`config.mk`:
```
export PLATFORM = sky130hd
export DESIGN_NAME = alarm_responder
export DESIGN_NICKNAME = d
export VERILOG_FILES = /design/src/rtl/alarm_responder.sv
export SDC_FILE = /design/constraint.sdc
export NUM_CORES = 1
export LEC_CHECK = 0
export ABC_AREA = 0
export BUFFER_PORTS_ARGS = -buffer_cell sky130_fd_sc_hd__buf_4
export CAP_MARGIN = 20
export CORE_MARGIN = 3
export CORE_UTILIZATION = 54
export CTS_CLUSTER_DIAMETER = 50
export DETAILED_ROUTE_END_ITERATION = 6
export HOLD_SLACK_MARGIN = 0.12
export PLACE_DENSITY = 0.78
export SETUP_SLACK_MARGIN = 0.15
export SLEW_MARGIN = 10
export SYNTH_ARGS = -nofsm -noshare
export SYNTH_HDL_FRONTEND = slang
export SYNTH_SLANG_ARGS = --single-unit
```
`constraint.sdc`:
```
create_clock -name clk -period 2.3 [get_ports clk]
set_input_delay 0.23 -clock clk [delete_from_list [all_inputs] [get_ports clk]]
set_output_delay 0.23 -clock clk [all_outputs]
set_load 0.02 [all_outputs]
```
`src/rtl/alarm_responder.sv`:
```
// alarm_responder: consumer end of the security-FSM status interface.
// Drives siren/strobe/escalation annunciators from the alarm flag and the
// security state, checks keypad disarm codes, and raises disarm_req so the
// security FSM can fall back to OFF. Repeated wrong codes force a timed LOCKOUT.
// Build option: define ALARM_RESPONDER_AUDIT_EN to build the saturating
// wrong-code audit counter on bad_code_count (tied to 0 otherwise).
module alarm_responder #(
  parameter int unsigned       CODE_W      = 4,
  parameter logic [CODE_W-1:0] DISARM_CODE = CODE_W'(4'hA),
  parameter int unsigned       ESC_CYCLES  = 16,
  parameter int unsigned       SIREN_DIV   = 4,
  parameter int unsigned       MAX_TRIES   = 3,
  parameter int unsigned       LOCK_CYCLES = 32
) (
  input  logic              clk,
  input  logic              rst,
  input  logic              alarm_in,
  input  logic [1:0]        state_in,
  input  logic [CODE_W-1:0] code_in,
  input  logic              code_valid,
  output logic              siren,
  output logic              strobe,
  output logic              escalate,
  output logic              disarm_req,
  output logic              lockout,
  output logic [2:0]        resp_state,
  output logic [7:0]        bad_code_count
);

  localparam int unsigned ESC_W  = $clog2(ESC_CYCLES);
  localparam int unsigned LOCK_W = $clog2(LOCK_CYCLES);
  localparam int unsigned DIV_W  = $clog2(SIREN_DIV + 1);
  localparam int unsigned TRY_W  = $clog2(MAX_TRIES + 1);

  localparam logic [ESC_W-1:0]  ESC_LAST  = ESC_W'(ESC_CYCLES - 1);
  localparam logic [LOCK_W-1:0] LOCK_LAST = LOCK_W'(LOCK_CYCLES - 1);
  localparam logic [DIV_W-1:0]  DIV_LAST  = DIV_W'(SIREN_DIV - 1);
  localparam logic [TRY_W-1:0]  TRY_LAST  = TRY_W'(MAX_TRIES - 1);

  typedef enum logic [2:0] {
    S_IDLE      = 3'd0,
    S_WARN      = 3'd1,
    S_SOUNDING  = 3'd2,
    S_ESCALATED = 3'd3,
    S_DISARM    = 3'd4,
    S_LOCKOUT   = 3'd5
  } state_e;

  state_e              state_q, state_d;
  logic [ESC_W-1:0]    esc_q, esc_d;
  logic [LOCK_W-1:0]   lock_q, lock_d;
  logic [DIV_W-1:0]    div_q, div_d;
  logic                phase_q, phase_d;
  logic [TRY_W-1:0]    tries_q, tries_d;

  logic codeOk;
  logic codeBad;
  logic checking;

  assign codeOk   = code_valid && (code_in == DISARM_CODE);
  assign codeBad  = code_valid && (code_in != DISARM_CODE);
  assign checking = (state_q == S_WARN) || (state_q == S_SOUNDING) ||
                    (state_q == S_ESCALATED);

  // Next-state and counter logic; lockout overrides every other transition.
  always_comb begin
    state_d = state_q;
    esc_d   = esc_q;
    lock_d  = lock_q;
    div_d   = div_q;
    phase_d = phase_q;
    tries_d = tries_q;

    case (state_q)
      S_IDLE: begin
        if (alarm_in)                state_d = S_SOUNDING;
        else if (state_in == 2'b10)  state_d = S_WARN;
      end
      S_WARN: begin
        if (alarm_in)                state_d = S_SOUNDING;
        else if (state_in[1] == 1'b0) state_d = S_IDLE;
        else if (codeOk)             state_d = S_DISARM;
      end
      S_SOUNDING: begin
        esc_d = esc_q + 1'b1;
        if (div_q == DIV_LAST) begin
          div_d   = '0;
          phase_d = ~phase_q;
        end else begin
          div_d = div_q + 1'b1;
        end
        if (codeOk)                  state_d = S_DISARM;
        else if (esc_q == ESC_LAST)  state_d = S_ESCALATED;
      end
      S_ESCALATED: begin
        if (codeOk)                  state_d = S_DISARM;
      end
      S_DISARM: begin
        if (!alarm_in && (state_in == 2'b00)) begin
          state_d = S_IDLE;
          esc_d   = '0;
          tries_d = '0;
          div_d   = '0;
          phase_d = 1'b0;
        end
      end
      S_LOCKOUT: begin
        if (lock_q == LOCK_LAST) begin
          state_d = S_ESCALATED;
          tries_d = '0;
        end else begin
          lock_d = lock_q + 1'b1;
        end
      end
      default: state_d = S_IDLE;
    endcase

    if (checking) begin
      if (codeOk) begin
        tries_d = '0;
      end else if (codeBad) begin
        tries_d = tries_q + 1'b1;
        if (tries_q == TRY_LAST) state_d = S_LOCKOUT;
      end
    end

    if ((state_d == S_SOUNDING) && (state_q != S_SOUNDING)) begin
      esc_d   = '0;
      div_d   = '0;
      phase_d = 1'b1;
    end
    if ((state_d == S_LOCKOUT) && (state_q != S_LOCKOUT)) begin
      lock_d = '0;
    end
  end

  // State, counters and outputs registered together so outputs track the new state.
  always_ff @(posedge clk or posedge rst) begin
    if (rst) begin
      state_q    <= S_IDLE;
      esc_q      <= '0;
      lock_q     <= '0;
      div_q      <= '0;
      phase_q    <= 1'b0;
      tries_q    <= '0;
      siren      <= 1'b0;
      strobe     <= 1'b0;
      escalate   <= 1'b0;
      disarm_req <= 1'b0;
      lockout    <= 1'b0;
      resp_state <= 3'd0;
    end else begin
      state_q    <= state_d;
      esc_q      <= esc_d;
      lock_q     <= lock_d;
      div_q      <= div_d;
      phase_q    <= phase_d;
      tries_q    <= tries_d;
      resp_state <= state_d;
      siren      <= (state_d == S_SOUNDING) ? phase_d :
                    ((state_d == S_ESCALATED) || (state_d == S_LOCKOUT));
      strobe     <= (state_d == S_WARN) || (state_d == S_SOUNDING) ||
                    (state_d == S_ESCALATED) || (state_d == S_LOCKOUT);
      escalate   <= (state_d == S_ESCALATED) || (state_d == S_LOCKOUT);
      disarm_req <= (state_d == S_DISARM);
      lockout    <= (state_d == S_LOCKOUT);
    end
  end

`ifdef ALARM_RESPONDER_AUDIT_EN
  logic [7:0] badCnt_q;

  // Saturating audit of wrong codes; survives DISARM, cleared only by reset.
  always_ff @(posedge clk or posedge rst) begin
    if (rst) begin
      badCnt_q <= 8'd0;
    end else if (checking && codeBad && (badCnt_q != 8'hFF)) begin
      badCnt_q <= badCnt_q + 8'd1;
    end
  end

  assign bad_code_count = badCnt_q;
`else
  assign bad_code_count = 8'd0;
`endif

endmodule

```
* After elaboration in Yosys (flattened, before gate mapping) *
Cells that the tools add are included.

cells by class
  $add $sub $neg = 4
  equal/unequal tests = 21
  mux-type cells = 35
  bitwise operators = 1
  reduce and logical (&&, ||, !) cells = 18

operators with widths
  cell                   number
  $mux W3                16
  $pmux W3 S6            1
  $eq A3 B2 Y1 const B   5
  $mux W5                3
  $eq A3 B3 Y1 const B   4
  $mux W2                5
  $eq A4 B4 Y1 const B   2
  $mux W4                2
  $pmux W4 S2            1
  $eq A3 B1 Y1 const B   2
  $logic_or A1 B1 Y1     6
  $ne A3 B3 Y1 const B   2
  $pmux W3 S2            1
  $add A5 B1 Y5 const B  1
  $eq A5 B5 Y1 const B   1
  $logic_and A1 B1 Y1    5
  $add A4 B1 Y4 const B  1
  $eq A2 B2 Y1 const B   2
  $mux W1                4
  $ne A4 B4 Y1 const B   1
  $pmux W2 S2            1
  $reduce_and A2 Y1      2
  $add A3 B1 Y3 const B  1
  $logic_not A3 Y1       1
  9 further kinds        9

storage, ports and cells
  register bits = 23
  input port bits = 10
  output and inout port bits = 16
  word-level logic and storage cells = 90

* Longest topological paths before layout *
  word-level depth = 14
  depth in mapped cells = 8

* Worst setup path before layout *
OpenSTA, ideal clock, no wires.

  path type = reg-to-reg
  start point = register state_q[2]
  end point = register esc_q[2]
  setup time = 0.096 ns
  arrival time = 1.736 ns
  setup slack = 0.468 ns
  stages on the path, launching flop included = 8
  path buffers = 2
  cell sequence = dfrtp_1 > buf_6 > nand2b_4 > or4_1 > buf_2 > nand4_2 > nor3_2 > nor4_2

between the ends
  word-level cells in the longest chain between the ends = 12

RTL lines
  item                                                                 line    RTL
  start: declaration                                                   49      state_e state_q, state_d;
  start signal: assignment                                             153     state_q <= state_d;
  $mux W3                                                              82, 96
  $mux W3                                                              81      else if (state_in[1] == 1'b0) state_d = S_IDLE;
  $mux W3                                                              80      if (alarm_in) state_d = S_SOUNDING;
  $pmux W3 S6                                                          74      case (state_q)
  $mux W3                                                              123     if (tries_q == TRY_LAST) state_d = S_LOCKOUT;
  $mux W3                                                              121     end else if (codeBad) begin
  $mux W3                                                              119     if (codeOk) begin
  $mux W3                                                              118     if (checking) begin
  $eq A3 B2 Y1                                                         127     if ((state_d == S_SOUNDING) && (state_q != S_SOUNDING)) begin
  $logic_and A1 B1 Y1                                                  127
  $ne A3 B3 Y1 (no source line) or $reduce_bool A3 Y1 (tied branches)  -
  $reduce_and A2 Y1 (no source line)                                   -
  end signal: assignment                                               154     esc_q <= esc_d;
  end: declaration                                                     50      logic [ESC_W-1:0] esc_q, esc_d;

Several ways; a longest one is shown, not always the timed one.
A chain may end at the register's enable or synchronous reset.

* Worst setup path after layout *
  start point = register lock_q[0]
  end point = register lock_q[0]

between the ends
  word-level cells in the longest chain between the ends = 11

RTL lines
  item                                                                 line  RTL
  start: declaration                                                   51    logic [LOCK_W-1:0] lock_q, lock_d;
  start signal: assignment                                             155   lock_q <= lock_d;
  $eq A5 B5 Y1                                                         108   if (lock_q == LOCK_LAST) begin
  $mux W3                                                              108
  $pmux W3 S6                                                          74
  $mux W3                                                              123
  $mux W3                                                              121
  $mux W3                                                              119
  $mux W3                                                              118
  $eq A3 B3 Y1                                                         132   if ((state_d == S_LOCKOUT) && (state_q != S_LOCKOUT)) begin
  $logic_and A1 B1 Y1                                                  132
  $ne A2 B1 Y1 (no source line) or $reduce_bool A2 Y1 (tied branches)  -
  $reduce_and A2 Y1 (no source line)                                   -

Several ways; a longest one is shown, not always the timed one. The select of a mux whose other input is x is not followed.

==> results by group <==
Outcome
  • Status: completed

Synthesis
  • Mapped Cells: 137
  • Synth Warn #: 0
  • Synth unique cells: 42
  • Post-synth design cell area: 1304 um2
  • Primary FF master, synth: dfrtp_1
  • Number of synthesized flops with an enable pin: 0
  • Yosys reg bits: 23
  • FFs w/ async S/R, synth: 100.0%
  • Seq/Total Area, Yosys: between 40% and 50%
  • Synthesized area per cell: 9.516 um2

CTS
  • Root buffer cell: clkbuf_4
  • Clock Tree Buf Depth: 2
  • Post-CTS setup buffer count: 0
  • H-tree Lvls: 1
  • Worst-path clk slew: 130 ps
  • Total CTS buffers: 3
  • CTS tree: built
  • Clock sink count: 23
  • Worst-Skew Late Latency: 310 ps

Drt
  • Initial DRT Pass Iterations: 4
  • DR vias: around 1000
  • Drt total wl: 2586 um
  • Drc violations: 0
  • Vias/cell: about 5.7
  • Wire length per cell: 14.05 um
  • Antenna viol nets, final: 0
  • DR iter-0 viols: 14

STA
  • Final critical-path share of the clock period: 85.39%
  • RSZ-0062 raised after global routing: false
  • Final Hold Vio Count: 0
  • Slew at the pin closest to its max-slew limit: 886.8 ps
  • Setup TNS: 0 ps
  • Final setup vio count: 0
  • Tmin final: a little under 2000 ps
  • Max-slew headroom: 40.82%
  • Max-slew violations: 0
  • Fmax: approximately 0.51 GHz
  • Skew final: between 10 and 15 ps

Placement
  • Post-DP HPWL: 1950 um
  • Placed cell count: 179
  • Gpl congestion: 0.8564
  • Port-buffer cells: 17
  • Placed cell area: 1421 um2

Layout
  • Layout cells sized above 1: about a fifth
  • Ant diodes: 0
  • Synth-to-Final Area Change: 12.38%
  • Post-route insts no fill: 184
  • Most frequent cells in the layout: 23 x dfrtp_1, 19 x buf_4, 14 x nor2_1
  • Util after Layout: around 65%
  • Register area: 575.6 um2
  • Multi-input logic area: about 650 um2
  • Fillers: 207
  • Commonest non-fill, non-tap cell in the layout: dfrtp_1
  • Fin nets: 172
  • Final instance area: between 1000 and 1500 um2

Global route
  • Largest net degree at the start of global routing: 24
  • Initial antenna violation count: 0
  • Vias in the first global route: 1040
  • Grt total ovfl: 0
  • First-pass GRT wire length: 4422 um
  • GRT Util Overall: 20.36%

Die
  • Die width: 55.14 um
  • DIE AREA: 3040 um2
  • Initial core utilization: about 58%
  • Die height: 55.14 um
  • Core footprint: 2255 um2
  • Std cell rows: 17
  • Top Ports: 26

Setup path
  • CP Data Required Time: 2500 ps
  • Critical path arrival: 2160 ps
  • CP Capture Type: flip-flop
  • WS Path Type: flip-flop to flip-flop
  • R2r setup slk: 340 ps
  • CP Cell Sequence: ha_1 > and3_1 > ha_1 > nor3b_2 > nor2_1 > mux2_2
  • Number of buffers and inverters on the critical path: 0
  • Most frequent CP cell: ha_1
  • CP max stage cell: dfrtp_1
  • Critical Path Fanout Max: 6
  • CP startpoint kind: flip-flop
  • Slowest stage delay, CP: 420 ps
  • Family with the most delay on the worst path: simple AND/OR/NAND/NOR gates

Power and ir drop
  • Sw Share: between 40% and 50%
  • Int Pwr: 0.9715 mW
  • Gate power share: 47.2%
  • Leakage: 0.7067 nW
  • Design Power: 1.702 mW
  • Seq pwr share: 42.0%
  • Switching pwr: 0.7303 mW
  • Maximum vdd drop: ~0.00084 V
  • Pwr dens: 1162 nW/um2
  • Clock share of power: 10.8%

Min path
  • Type of the worst min-delay path: input port to flip-flop

Job
  • Max cap viols: 0
[state kept, by name (all words and copies together), names as in the netlist]
| signal | flops |
|---|---|
| esc_q | 4 |
| state_q | 3 |
| lock_q | 5 |
| phase_q | 1 |
| div_q | 3 |
| disarm_req | 1 |
| escalate | 1 |
| tries_q | 2 |
| lockout | 1 |
| siren | 1 |
| strobe | 1 |
[area by class of cell]
type	count	share of cell area, %
well taps	28	2.391
flip-flops and latches	23	39.28
inverters	6	1.537
clock buffers	3	1.537
clock inverters	1	0.3416
multi-input cells	103	44.49
repair buffers	20	10.42
[per-layer routing]
metal,track usage (%),share of wire (%)
met5,0,0
met2,36.02,51
met4,8.097,1.7
met1,24.87,43
met3,2.681,4.2
[worst min-delay path, cell delays in order]
cell and delay (ps):
buf_4 130, nand2b_4 60, or3_1 160, o22ai_1 90
[kinds of logic after synthesis]
logic type | Yosys count | synth area share [%]
other | 1 | 0.2876
muxes | 4 | 3.167
xor gates and xnor gates | 5 | 3.359
buffers and inverters | 18 | 8.349
DFF | 23 | 44.15
AOI/OAI and AO/OA | 20 | 9.213
and+or+nand+nor | 61 | 26.68
adders and majority gates | 5 | 4.798
[power by group through the flow]
stage / Clock, mW / Combinational, mW / Sequential, mW
global route: 0.207 / 0.903 / 0.744
CTS: 0.193 / 0.793 / 0.711
floorplan: 0 / 0.581 / 0.717
finish: 0.184 / 0.803 / 0.715
detailed placement: 0 / 0.787 / 0.722
global placement: 0 / 0.755 / 0.711
[synthesized netlist by cell type (all sizes together) (2+ instances only)]
master	n	area [um2]
or4	2	15.01
a21oi	8	40.04
and3	2	12.51
nor4	3	25.02
nor2b	2	12.51
ha	5	62.56
xor2	4	35.03
nand3	6	30.03
dfrtp	23	575.6
inv	6	22.52
buf	12	86.33
nand2b	3	26.27
mux2i	3	30.03
o22ai	3	18.77
nor2	15	58.81
and2	2	12.52
o21ai	4	20.01
nand4	4	31.28
nand2	12	45.04
nor3	5	30.03
[metrics by stage]
stage          hold slack (ps)  setup slack [ps]
6_report                 390.8             336.0
5_1_grt                  410.9             170.1
4_1_cts                  381.2             255.9
3_5_place_dp             455.0             266.8
3_3_place_gp             451.4             330.5
2_1_floorplan            231.9             468.1
[repair_timing]
action,in CTS,in global routing
resized for setup,0,1
setup endpoints to repair,0,7
hold buffers,1,0
endpoints found under the hold margin,23,0
[final timing paths]
| path | startpoint | endpoint | depth (start not counted) |
|---|---|---|---|
| min in group asynchronous | rst | lock_q[4]$_DFFE_PP0P_ | 3 |
| max in group asynchronous | rst | div_q[2]$_DFFE_PP0P_ | 3 |
| hold / removal | code_valid | tries_q[1]$_DFF_PP0_ | 4 |
| setup reg to reg | lock_q[0]$_DFFE_PP0P_ | lock_q[0]$_DFFE_PP0P_ | 6 |
| setup / recovery | lock_q[0]$_DFFE_PP0P_ | lock_q[0]$_DFFE_PP0P_ | 6 |
| hold reg to reg | tries_q[0]$_DFF_PP0_ | tries_q[0]$_DFF_PP0_ | 1 |
Note: power is estimated with default switching activity, not from simulation.
